==> src/rtl/rapid_pkg.sv <==
// rtl/rapid_pkg.sv - shared width, register and FSM state definitions for the hazard/forward unit
package rapid_pkg;
   localparam int XLEN = 32;
   localparam logic [4:0] REG_X0 = 5'd0;

   typedef enum logic [1:0] {
      IDLE       = 2'd0,
      LOAD_STALL = 2'd1,
      MC_BUSY    = 2'd2
   } hfu_state_t;
endpackage

==> src/rtl/fwd_mux.sv <==
// rtl/fwd_mux.sv - priority forwarding select for one EX operand
module fwd_mux
   import rapid_pkg::*;
#(
   parameter int NUM_FWD = 2
) (
   input  logic [4:0]                     i_rs,
   input  logic [XLEN-1:0]                i_rs_data,
   input  logic [NUM_FWD-1:0]             i_fwd_wen,
   input  logic [NUM_FWD-1:0][4:0]        i_fwd_rd,
   input  logic [NUM_FWD-1:0][XLEN-1:0]   i_fwd_data,
   output logic [XLEN-1:0]                o_data
);

   // Walk oldest to youngest so the youngest matching stage is written last and wins.
   always_comb begin
      o_data = i_rs_data;
      for (int k = NUM_FWD - 1; k >= 0; k--) begin
         if ((i_rs != REG_X0) && i_fwd_wen[k] && (i_fwd_rd[k] == i_rs)) begin
            o_data = i_fwd_data[k];
         end
      end
   end

endmodule

==> src/rtl/hazard_forward_unit.sv <==
// rtl/hazard_forward_unit.sv - operand forwarding plus load-use / multicycle stall control
// Optional stall-cycle counter port o_stall_cycles enabled by HFU_PERF_CNT_EN.
module hazard_forward_unit
   import rapid_pkg::*;
#(
   parameter int NUM_FWD  = 2,
   parameter int LOAD_LAT = 1
) (
   input  logic                           i_clk,
   input  logic                           i_rst,
   input  logic                           i_id_valid,
   input  logic [4:0]                     i_id_rs1,
   input  logic [4:0]                     i_id_rs2,
   input  logic                           i_ex_valid,
   input  logic                           i_ex_is_load,
   input  logic [4:0]                     i_ex_rd,
   input  logic                           i_ex_mc_start,
   input  logic                           i_mc_done,
   input  logic [4:0]                     i_ex_rs1,
   input  logic [4:0]                     i_ex_rs2,
   input  logic [XLEN-1:0]                i_ex_rs1_data,
   input  logic [XLEN-1:0]                i_ex_rs2_data,
   input  logic [NUM_FWD-1:0]             i_fwd_wen,
   input  logic [NUM_FWD-1:0][4:0]        i_fwd_rd,
   input  logic [NUM_FWD-1:0][XLEN-1:0]   i_fwd_data,
   output logic [XLEN-1:0]                o_forward_rs1,
   output logic [XLEN-1:0]                o_forward_rs2,
   output logic                           o_stall_id,
   output logic                           o_bubble_ex,
   output logic                           o_busy
`ifdef HFU_PERF_CNT_EN
   ,
   output logic [31:0]                    o_stall_cycles
`endif
);

   // The IDLE cycle that detects the hazard is the first stall cycle, so the counter covers the rest.
   localparam logic [2:0] LOAD_CNT_INIT = (LOAD_LAT > 1) ? 3'(LOAD_LAT - 2) : 3'd0;

   hfu_state_t state_q, state_d;
   logic [2:0] cnt_q, cnt_d;
   logic       lh;

   fwd_mux #(.NUM_FWD(NUM_FWD)) u_fwd_rs1 (
      .i_rs       (i_ex_rs1),
      .i_rs_data  (i_ex_rs1_data),
      .i_fwd_wen  (i_fwd_wen),
      .i_fwd_rd   (i_fwd_rd),
      .i_fwd_data (i_fwd_data),
      .o_data     (o_forward_rs1)
   );

   fwd_mux #(.NUM_FWD(NUM_FWD)) u_fwd_rs2 (
      .i_rs       (i_ex_rs2),
      .i_rs_data  (i_ex_rs2_data),
      .i_fwd_wen  (i_fwd_wen),
      .i_fwd_rd   (i_fwd_rd),
      .i_fwd_data (i_fwd_data),
      .o_data     (o_forward_rs2)
   );

   assign lh = i_id_valid & i_ex_valid & i_ex_is_load & (i_ex_rd != REG_X0)
             & ((i_ex_rd == i_id_rs1) | (i_ex_rd == i_id_rs2));

   always_ff @(posedge i_clk) begin
      if (i_rst) begin
         state_q <= IDLE;
         cnt_q   <= 3'd0;
      end else begin
         state_q <= state_d;
         cnt_q   <= cnt_d;
      end
   end

   always_comb begin
      state_d     = state_q;
      cnt_d       = cnt_q;
      o_stall_id  = 1'b0;
      o_bubble_ex = 1'b0;
      case (state_q)
         IDLE: begin
            // A multicycle launch keeps its EX instruction, so it must not be bubbled by a coincident load hazard.
            if (i_ex_valid && i_ex_mc_start) begin
               o_stall_id = 1'b1;
               state_d    = MC_BUSY;
            end else if (lh) begin
               o_stall_id  = 1'b1;
               o_bubble_ex = 1'b1;
               if (LOAD_LAT > 1) begin
                  state_d = LOAD_STALL;
                  cnt_d   = LOAD_CNT_INIT;
               end
            end
         end
         LOAD_STALL: begin
            o_stall_id  = 1'b1;
            o_bubble_ex = 1'b1;
            if (cnt_q == 3'd0) begin
               state_d = IDLE;
            end else begin
               cnt_d = cnt_q - 3'd1;
            end
         end
         MC_BUSY: begin
            o_stall_id = 1'b1;
            if (i_mc_done) begin
               state_d = IDLE;
            end
         end
         default: begin
            state_d = IDLE;
            cnt_d   = 3'd0;
         end
      endcase
   end

   assign o_busy = (state_q != IDLE);

`ifdef HFU_PERF_CNT_EN
   logic [31:0] stall_cnt_q;

   always_ff @(posedge i_clk) begin
      if (i_rst) begin
         stall_cnt_q <= 32'd0;
      end else if (o_stall_id && (stall_cnt_q != 32'hFFFF_FFFF)) begin
         stall_cnt_q <= stall_cnt_q + 32'd1;
      end
   end

   assign o_stall_cycles = stall_cnt_q;
`endif

endmodule

==> config.mk <==
export PLATFORM = sky130hd
export DESIGN_NAME = hazard_forward_unit
export DESIGN_NICKNAME = d
export VERILOG_FILES = /design/src/rtl/rapid_pkg.sv /design/src/rtl/fwd_mux.sv /design/src/rtl/hazard_forward_unit.sv
export SDC_FILE = /design/constraint.sdc
export NUM_CORES = 1
export LEC_CHECK = 0
export BUFFER_PORTS_ARGS = -buffer_cell sky130_fd_sc_hd__buf_2
export CAP_MARGIN = 15
export CORE_AREA = 2 2 93 95
export DETAILED_ROUTE_END_ITERATION = 6
export DIE_AREA = 0 0 95 97
export GPL_TIMING_DRIVEN = 0
export PLACE_DENSITY = 0.77
export SLEW_MARGIN = 20
export SYNTH_ARGS = -nofsm -noshare
export SYNTH_HDL_FRONTEND = slang
export SYNTH_SLANG_ARGS = --single-unit
==> constraint.sdc <==
create_clock -name i_clk -period 1.99 [get_ports i_clk]
set_input_delay 0.2985 -clock i_clk [delete_from_list [all_inputs] [get_ports i_clk]]
set_output_delay 0.2985 -clock i_clk [all_outputs]
set_load 0.05 [all_outputs]
After elaboration in Yosys (flattened, before gate mapping)
Cells that the tools add are included.

word-level totals
  output and inout bits = 67
  input bits = 172
  register bits = 5
  logic and storage cells = 55

operators by class
  eq/ne operators = 12
  bitwise gates (word level) = 6
  $add $sub $neg = 1
  muxes and demuxes = 15
  reductions and logical operators = 19

operator list
  operator                                                            count
  32-bit two-way mux                                                  4
  5-bit == test                                                       6
  5-bit nonzero test                                                  3
  1-bit logical AND                                                   9
  2-bit != test, second input constant                                4
  2-bit two-way mux                                                   3
  2-bit case mux with 3 select lines                                  1
  3-bit case mux with 2 select lines                                  1
  1-bit AND                                                           4
  1-bit case mux with 2 select lines                                  2
  2-bit OR reduction                                                  2
  3-bit zero test                                                     1
  1-bit two-way mux                                                   3
  3-bit two-way mux                                                   1
  3-bit AND reduction                                                 1
  3-bit by 1-bit subtractor with 3-bit output, second input constant  1
  2-bit by 1-bit == test with 1-bit output, second input constant     1
  2-bit == test, second input constant                                1
  2-bit zero test                                                     1
  2-bit AND reduction                                                 1
  2-bit nonzero test                                                  1
  1-bit NOT                                                           1
  1-bit OR                                                            1

Depth between registers and ports, before layout
Gate-level depths: netlist (run 1).

  word-level depth = 7
  depth in mapped cells = 6
  mapped depth without buffers = 4

Modules after synthesis
From an unflattened synthesis (run 1), not the netlist that was laid out.

second synthesis, totals
  cells, all modules = 362
  area, all modules = 2092.0 um^2

by module, submodules not included
  module               cells an instance  sequential area each (um^2)  times used  area each (um^2)
  fwd_mux              169                0.0                          2           948.4
  hazard_forward_unit  24                 20.0                         1           195.2

Least setup slack after synthesis (run 1)
No wires, ideal clock.

  kind = input to output
  start point = input i_ex_rs1[1]
  end point = output o_forward_rs1[25]
  data required time = 1.691 ns
  path buffers = 1
  stages = 5
  arrival time = 2.282 ns
  slack = -0.590 ns
  cell sequence = or4_4 o211ai_4 buf_6 o21ai_0 a31oi_1

on the way
  cells in the longest elaborated chain, start to end = 5
  elaborated cells on any way between the ends = 9
  classes of those cells = eq/ne (2); mux (2); reduce/logical (5)

RTL lines
  what                            line                       text
  start: declaration              hazard_forward_unit.sv:19  input logic [4:0] i_ex_rs1,
  5-bit nonzero test              fwd_mux.sv:19              if ((i_rs != REG_X0) && i_fwd_wen[k] && (i_fwd_rd[k] == i_rs)) begin
  1-bit logical AND (2 in a row)  fwd_mux.sv:19
  32-bit two-way mux              fwd_mux.sv:19
  32-bit two-way mux (*)          fwd_mux.sv:19
  end: declaration                hazard_forward_unit.sv:26  output logic [XLEN-1:0] o_forward_rs1,

Mark *: on every way between the ends. The rest lies on a longest branch, timed or not.

Final worst setup path (run 1)
  start point = input i_ex_rs1[3]
  end point = output o_forward_rs1[21]

The elaborated chain is that of the path after synthesis.

==> flow_summary.ini, run 1 <==
[timing]
fin_skew_ns = 0
period_share_pct = 117
worst_slack_ns = -0.334
tightest_slew_ns = 0.726
fmax_mhz = 430
period_needed_ns = 2.32
slew_viol_final = 0
setup_viol = 64
rsz0062_at_grt = true
finalHoldViolCount = 0
slew_headroom_pct = 51.6

[setup_path]
rr_worst_depth = 2
slowest_stage = or4_4
crit_type = in -> out
crit_path_frequent_cell = buf_12
cp_cell_sequence = buf_8 -> or4_4 -> o211ai_4 -> buf_12 -> buf_12 -> o21ai_1 -> a31oi_4 -> buf_6
path_depth = 8
cpPeakStageDelay_ns = 0.57
critical_path.max_fanout = 10
critPathBufInv = 4
worst_setup_path_start_kind = input pin
cp-end-kind = primary output
cp_data_arrival_time_ns = 2.03
cp_top_family = buffers and inverters
required_ns = 1.69

[cells_and_area]
largest-register = state_q
diodes = 0
top_regs = state_q (1)
final_area_mm2 = 0.00604
fin_nets = 830
largest_reg_flops = 1
fillers = 600
area_delta_synth_final_pct = 166
final_layout_size_suffix_gt1_share_pct = 70.4

[routing]
via_count = 4366
drt_drc_violations_left = 0
via_per_inst = 5.74
ant_nets = 0
drt_iter0_markers = 138
first_pass_iters = 5
drt_wl_total_um = 14600
wl_per_cell_um = 19.2

[power]
peakVddDrop_uv = 164
power_leakage_nw = 2.34
power_density_mw_per_mm2 = 295
power_mw = 1.78

[yosys]
avgSynthCellArea_um2 = 5.80
syn_inst = 391
synthesis.nets = 563
syn_area_mm2 = 0.00227
synth.ff_latch_count = 1
ys.warnings.count = 0
seq_area_frac_synth_pct = 0.882
netlist-cell-type-count = 34

[min_path]
hold_class = in -> reg
worstHoldPathCells = 2

[global_routing]
grt_usage_pct = 28.9
grt_max_degree = 11
grt_pass1_wl_um = 21600
grt_overflow = 0
first_global_vias = 4537
grt_antenna_before_repair = 0

[die]
rows = 33
coreArea_mm2 = 0.00813
die_area_mm2 = 0.00922
die_x_um = 95
die_y_um = 97
start_util_pct = 27.9
ios = 239

[run_status]
violations = negative setup slack
outcome = complete, but fails checks

[placed_design]
gp_congestion = 0.902
dpl.hpwl_um = 10300
port_buffers = 238
dpl_cell_area_mm2 = 0.00466

[clock_network]
clkLatencyLatePin_ns = 0
hold_buffers = 0
clk_pin_slew_ns = 0

[job]
drv_cap = 0
Yosys cell counts (all sizes together):
master | n | area share (%)
a31oi | 63 | 17
nand2 | 1 | 0.17
nor2 | 4 | 0.66
or4b | 1 | 0.44
o2111ai | 1 | 0.39
xor2 | 13 | 5.0
nand3 | 32 | 7.1
nor3b | 1 | 0.33
or3 | 32 | 8.8
o31a | 1 | 0.39
o21ai | 64 | 14
a21oi | 1 | 0.22
o21a | 1 | 0.33
or4 | 3 | 1.3
dfxtp | 1 | 0.88
o211ai | 4 | 2.6
or2 | 2 | 0.55
inv | 32 | 5.3
xnor2 | 17 | 6.6
nor4b | 1 | 0.66
clkbuf | 26 | 4.6
buf | 18 | 5.6
o211a | 1 | 0.44
nor3 | 66 | 15
mux2 | 1 | 0.50
nand4 | 3 | 0.83
a22oi | 1 | 0.33
timing repair:
action	in CTS	in global routing
setup endpoints to repair	64	64
pin swaps	16	6
gates resized for setup	267	82
gates cloned	6	3
setup buffers	21	2
through the flow:
stage,setup TNS (ns),std cells,util [%],setup slack [ns],hold WS [ns]
global route,-20.31,761,74.3,-0.369,0.467
finish,-17.51,761,74.3,-0.334,0.458
CTS,-17.68,760,70.7,-0.326,0.460
global placement,-36.08,734,57.3,-0.626,0.455
detailed placement,-36.83,734,57.3,-0.627,0.460
floorplan,-8.53,391,-,-0.202,0.370
layout make-up:
cell class	count	area (um2)	area share, %
buffer	41	435	7.21
inverter	32	120	1.99
multi-input combinational	314	3300	54.7
sequential	1	20.0	0.331
tap	105	131	2.17
timing repair buffer	268	2030	33.6
worst paths after layout:
| check | to | start | slack [ns] |
|---|---|---|---|
| setup reg to reg | state_q[1]$_SDFFE_PP0P_ | state_q[1]$_SDFFE_PP0P_ | 1.18 |
| setup / recovery | o_forward_rs1[21] | i_ex_rs1[3] | -0.33 |
| hold / removal | state_q[1]$_SDFFE_PP0P_ | i_rst | 0.46 |
| hold reg to reg | state_q[1]$_SDFFE_PP0P_ | state_q[1]$_SDFFE_PP0P_ | 0.57 |
placed cells by master (no fill, tap or decap), drive strengths merged, types with 2 or more instances in the layout:
cell and count:
nand4 3, nor2 4, nor3 66, o21ai 64, a31oi 63, buf 281
xor2 13, or3 32, or4 3, clkbuf 28, nand3 32, or2 2
xnor2 17, o211ai 4, inv 32
power breakdown:
group / internal, mW / leakage (nW) / switching [mW]
combinational: 0.744 / 2.34 / 1.02
sequential: 0.0216 / 0.00824 / 0.000867
clock: 0 / 0 / 0
total: 0.766 / 2.34 / 1.02
worst register-to-register path, delay by kind of cell (launching register included):
family,cells,cell delay [ns]
DFF,1,0.33
muxes,1,0.34
and+or+nand+nor,1,0.08
cell families (layout without fill, tap and decap cells):
family / Yosys count / after routing / share of synthesized area (%)
and+or+nand+nor: 146 / 146 / 35.4
xor gates and xnor gates: 30 / 30 / 11.6
muxes: 1 / 1 / 0.496
AOI/OAI and AO/OA: 137 / 137 / 36.2
buffers and inverters: 76 / 341 / 15.5
DFF: 1 / 1 / 0.882
routing by layer:
| metal | share of wire (%) | GRT usage, % | vias to the layer above |
|---|---|---|---|
| met5 | 0 | 0 | - |
| met2 | 51 | 52.7 | 272 |
| li1 | - | - | 2004 |
| met3 | 8.9 | 4.75 | 58 |
| met1 | 36 | 32.3 | 2032 |
| met4 | 4.1 | 12.4 | 0 |
Note: power is estimated with default switching activity, not from simulation.
==> run 2: changes to the inputs <==
--- a/config.mk
+++ b/config.mk
@@ -10,9 +10,11 @@
 export CORE_AREA = 2 2 93 95
 export DETAILED_ROUTE_END_ITERATION = 6
 export DIE_AREA = 0 0 95 97
+export GPL_ROUTABILITY_DRIVEN = 0
 export GPL_TIMING_DRIVEN = 0
-export PLACE_DENSITY = 0.77
+export PLACE_DENSITY = 0.75
 export SLEW_MARGIN = 20
 export SYNTH_ARGS = -nofsm -noshare
 export SYNTH_HDL_FRONTEND = slang
+export SYNTH_HIERARCHICAL = 1
 export SYNTH_SLANG_ARGS = --single-unit
==> run 2 against run 1 <==
Register-to-register slack about the same. Core utilization shrank 3.3 points. Critical path depth is the same. The flow still finishes with violations (negative setup slack). Via count shrank 1.0%. Clock skew stayed put. Sequential share of layout area barely moved. Highest routed layer unchanged. Power shrank 6.6%. Flip-flop and latch count stayed put. Synthesized cell count is 7.4% lower. Largest power group unchanged. Area after synthesis down 7.8%. Setup slack lost 0.0079 ns.
==> flow_summary.ini, run 2 <==
[run_status]
outcome = complete, but fails checks
violations = negative setup slack

[timing]
rsz0062_at_grt = true
period_share_pct = 117
worst_slack_ns = -0.342
hold-worst-slack_ns = 0.457
finalHoldViolCount = 0
slew_headroom_pct = 69.8
timing.setup.tns_ns = -18.05
slew_viol_final = 0
period_needed_ns = 2.33
tightest_slew_ns = 0.453
fmax_mhz = 429
setup_viol = 64
fin_skew_ns = 0

[yosys]
asyncSetResetFlopFracSynth_pct = 0
synth.ff_latch_count = 1
synthesis.nets = 534
synth_commonest_cells = nor3_1, a31oi_1, nand3_1
synth-edff-count = 0
synth_ff_type = dfxtp_1
yosys.area.top_type = a31oi_1
avgSynthCellArea_um2 = 5.78
syn_inst = 362
netlist-cell-type-count = 25
syn_area_mm2 = 0.00209
seq_area_frac_synth_pct = 0.957
ys.warnings.count = 6
synth_top_area_share_pct = 19.1
synth_most_common_cell = nor3_1
yosys-top-cells-area = a31oi_1, nor3_1, nand3_1

[setup_path]
r2r-start = state_q[1]$_SDFFE_PP0P_
cp-end-kind = primary output
cp_top_family = buffers and inverters
rr_worst_depth = 2
critical_path.max_fanout = 10
slowest_stage = or4_4
startpoint = i_ex_rs1[4]
worst_setup_path_start_kind = input pin
crit_type = in -> out
cpPeakStageDelay_ns = 0.57
required_ns = 1.69
reg2reg_slack_ns = 1.17
cp_data_arrival_time_ns = 2.03
cp_cell_sequence = buf_8 -> or4_4 -> o211ai_4 -> buf_4 -> clkbuf_8 -> o21ai_0 -> a31oi_4 -> buf_8
critPathBufInv = 4
worstReg2RegEnd = state_q[1]$_SDFFE_PP0P_
crit_end = o_forward_rs1[11]
crit_path_frequent_cell = buf_8
path_depth = 8

[cells_and_area]
largest_reg_flops = 1
largest-register = state_q
fin_nets = 805
finalNonFillerCells = 737
final_layout_size_suffix_gt1_share_pct = 70.2
fillers = 643
top_regs = state_q (1)
area_delta_synth_final_pct = 176
final_common_cell = buf_2
final_area_mm2 = 0.00578
final_cell_mix = buf_2, buf_6, a31oi_4

[global_routing]
grt_pass1_wl_um = 21300
grt_usage_pct = 28.7
first_global_vias = 4376
grt_overflow = 0
grt_max_degree = 11
grt_antenna_before_repair = 1

[placed_design]
port_buffers = 238
dpl.hpwl_um = 10800
placed_cells = 705
dpl_cell_area_mm2 = 0.00457

[die]
die_area_mm2 = 0.00922
coreArea_mm2 = 0.00813
die_y_um = 97
ios = 239
die_x_um = 95
rows = 33
start_util_pct = 25.7

[power]
power_leakage_nw = 2.10
peakVddDrop_uv = 302
power_density_mw_per_mm2 = 289
power_mw = 1.67

[routing]
ant_nets = 0
drt_iter0_markers = 172
first_pass_iters = 5
drt_wl_total_um = 14800
via_per_inst = 5.86
drt_drc_violations_left = 0
via_count = 4322
wl_per_cell_um = 20.1

[job]
drv_cap = 0

[clock_network]
clk_pin_slew_ns = 0
clkLatencyLatePin_ns = 0

[min_path]
hold_class = in -> reg
## run 2: cell type report
| cell class | instances | area, um2 | share of cell area [%] |
|---|---|---|---|
| flip-flops and latches | 1 | 20.0 | 0.347 |
| diodes | 1 | 2.50 | 0.0433 |
| plain buffers | 41 | 412 | 7.13 |
| multi-input cells | 315 | 3140 | 54.3 |
| well taps | 105 | 131 | 2.27 |
| repair buffers | 274 | 2070 | 35.9 |
## run 2: power breakdown
group / switching (mW) / internal [mW] / total (mW)
clock network: 0 / 0.0000000672 / 0.0000000672
registers: 0.000932 / 0.0216 / 0.0226
logic: 0.961 / 0.683 / 1.64
## run 2: logic make-up (layout without fill, tap and decap cells)
kind of cell	count (synthesis)	in the layout	synth area share (%)
AO/OA/AOI/OAI	138	138	39.4
XOR/XNOR	30	30	12.6
buffers and inverters	46	315	10.2
flip-flops	1	1	0.957
multiplexers	1	1	0.538
other	0	1	0
AND/OR/NAND/NOR	146	146	36.4
## run 2: worst min-delay path by stage
stage          startpoint                      end  slack [ns]  cells after the start
3_3_place_gp        i_rst  state_q[1]$_SDFFE_PP0P_        0.46                      2
2_1_floorplan       i_rst  state_q[1]$_SDFFE_PP0P_        0.37                      1
3_5_place_dp        i_rst  state_q[1]$_SDFFE_PP0P_        0.46                      2
4_1_cts             i_rst  state_q[1]$_SDFFE_PP0P_        0.46                      2
6_report            i_rst  state_q[1]$_SDFFE_PP0P_        0.46                      2
5_1_grt             i_rst  state_q[1]$_SDFFE_PP0P_        0.47                      2
## run 2: stage by stage
step / util [%] / setup slack [ns]
after floorplan: - / -0.130
after global placement: 56.1 / -0.541
after detailed placement: 56.1 / -0.583
after CTS: 68.7 / -0.395
after global routing: 71.0 / -0.405
final: 71.0 / -0.342
## run 2: timing repair
action                                  4_1_cts  5_1_grt
hold buffers                                  0        0
pin swaps                                    24       13
gates cloned                                  7        1
endpoints found under the setup margin       64       64
setup buffers                                23        8
resized for setup                           220       81
## run 2: layer usage
layer | up-vias | routed length, um | global-route usage [%]
met5 | - | 0 | 0
met4 | 0 | 561 | 11.1
li1 | 1962 | - | -
met2 | 259 | 7760 | 53.8
met1 | 2051 | 5280 | 30.9
met3 | 50 | 1240 | 5.30
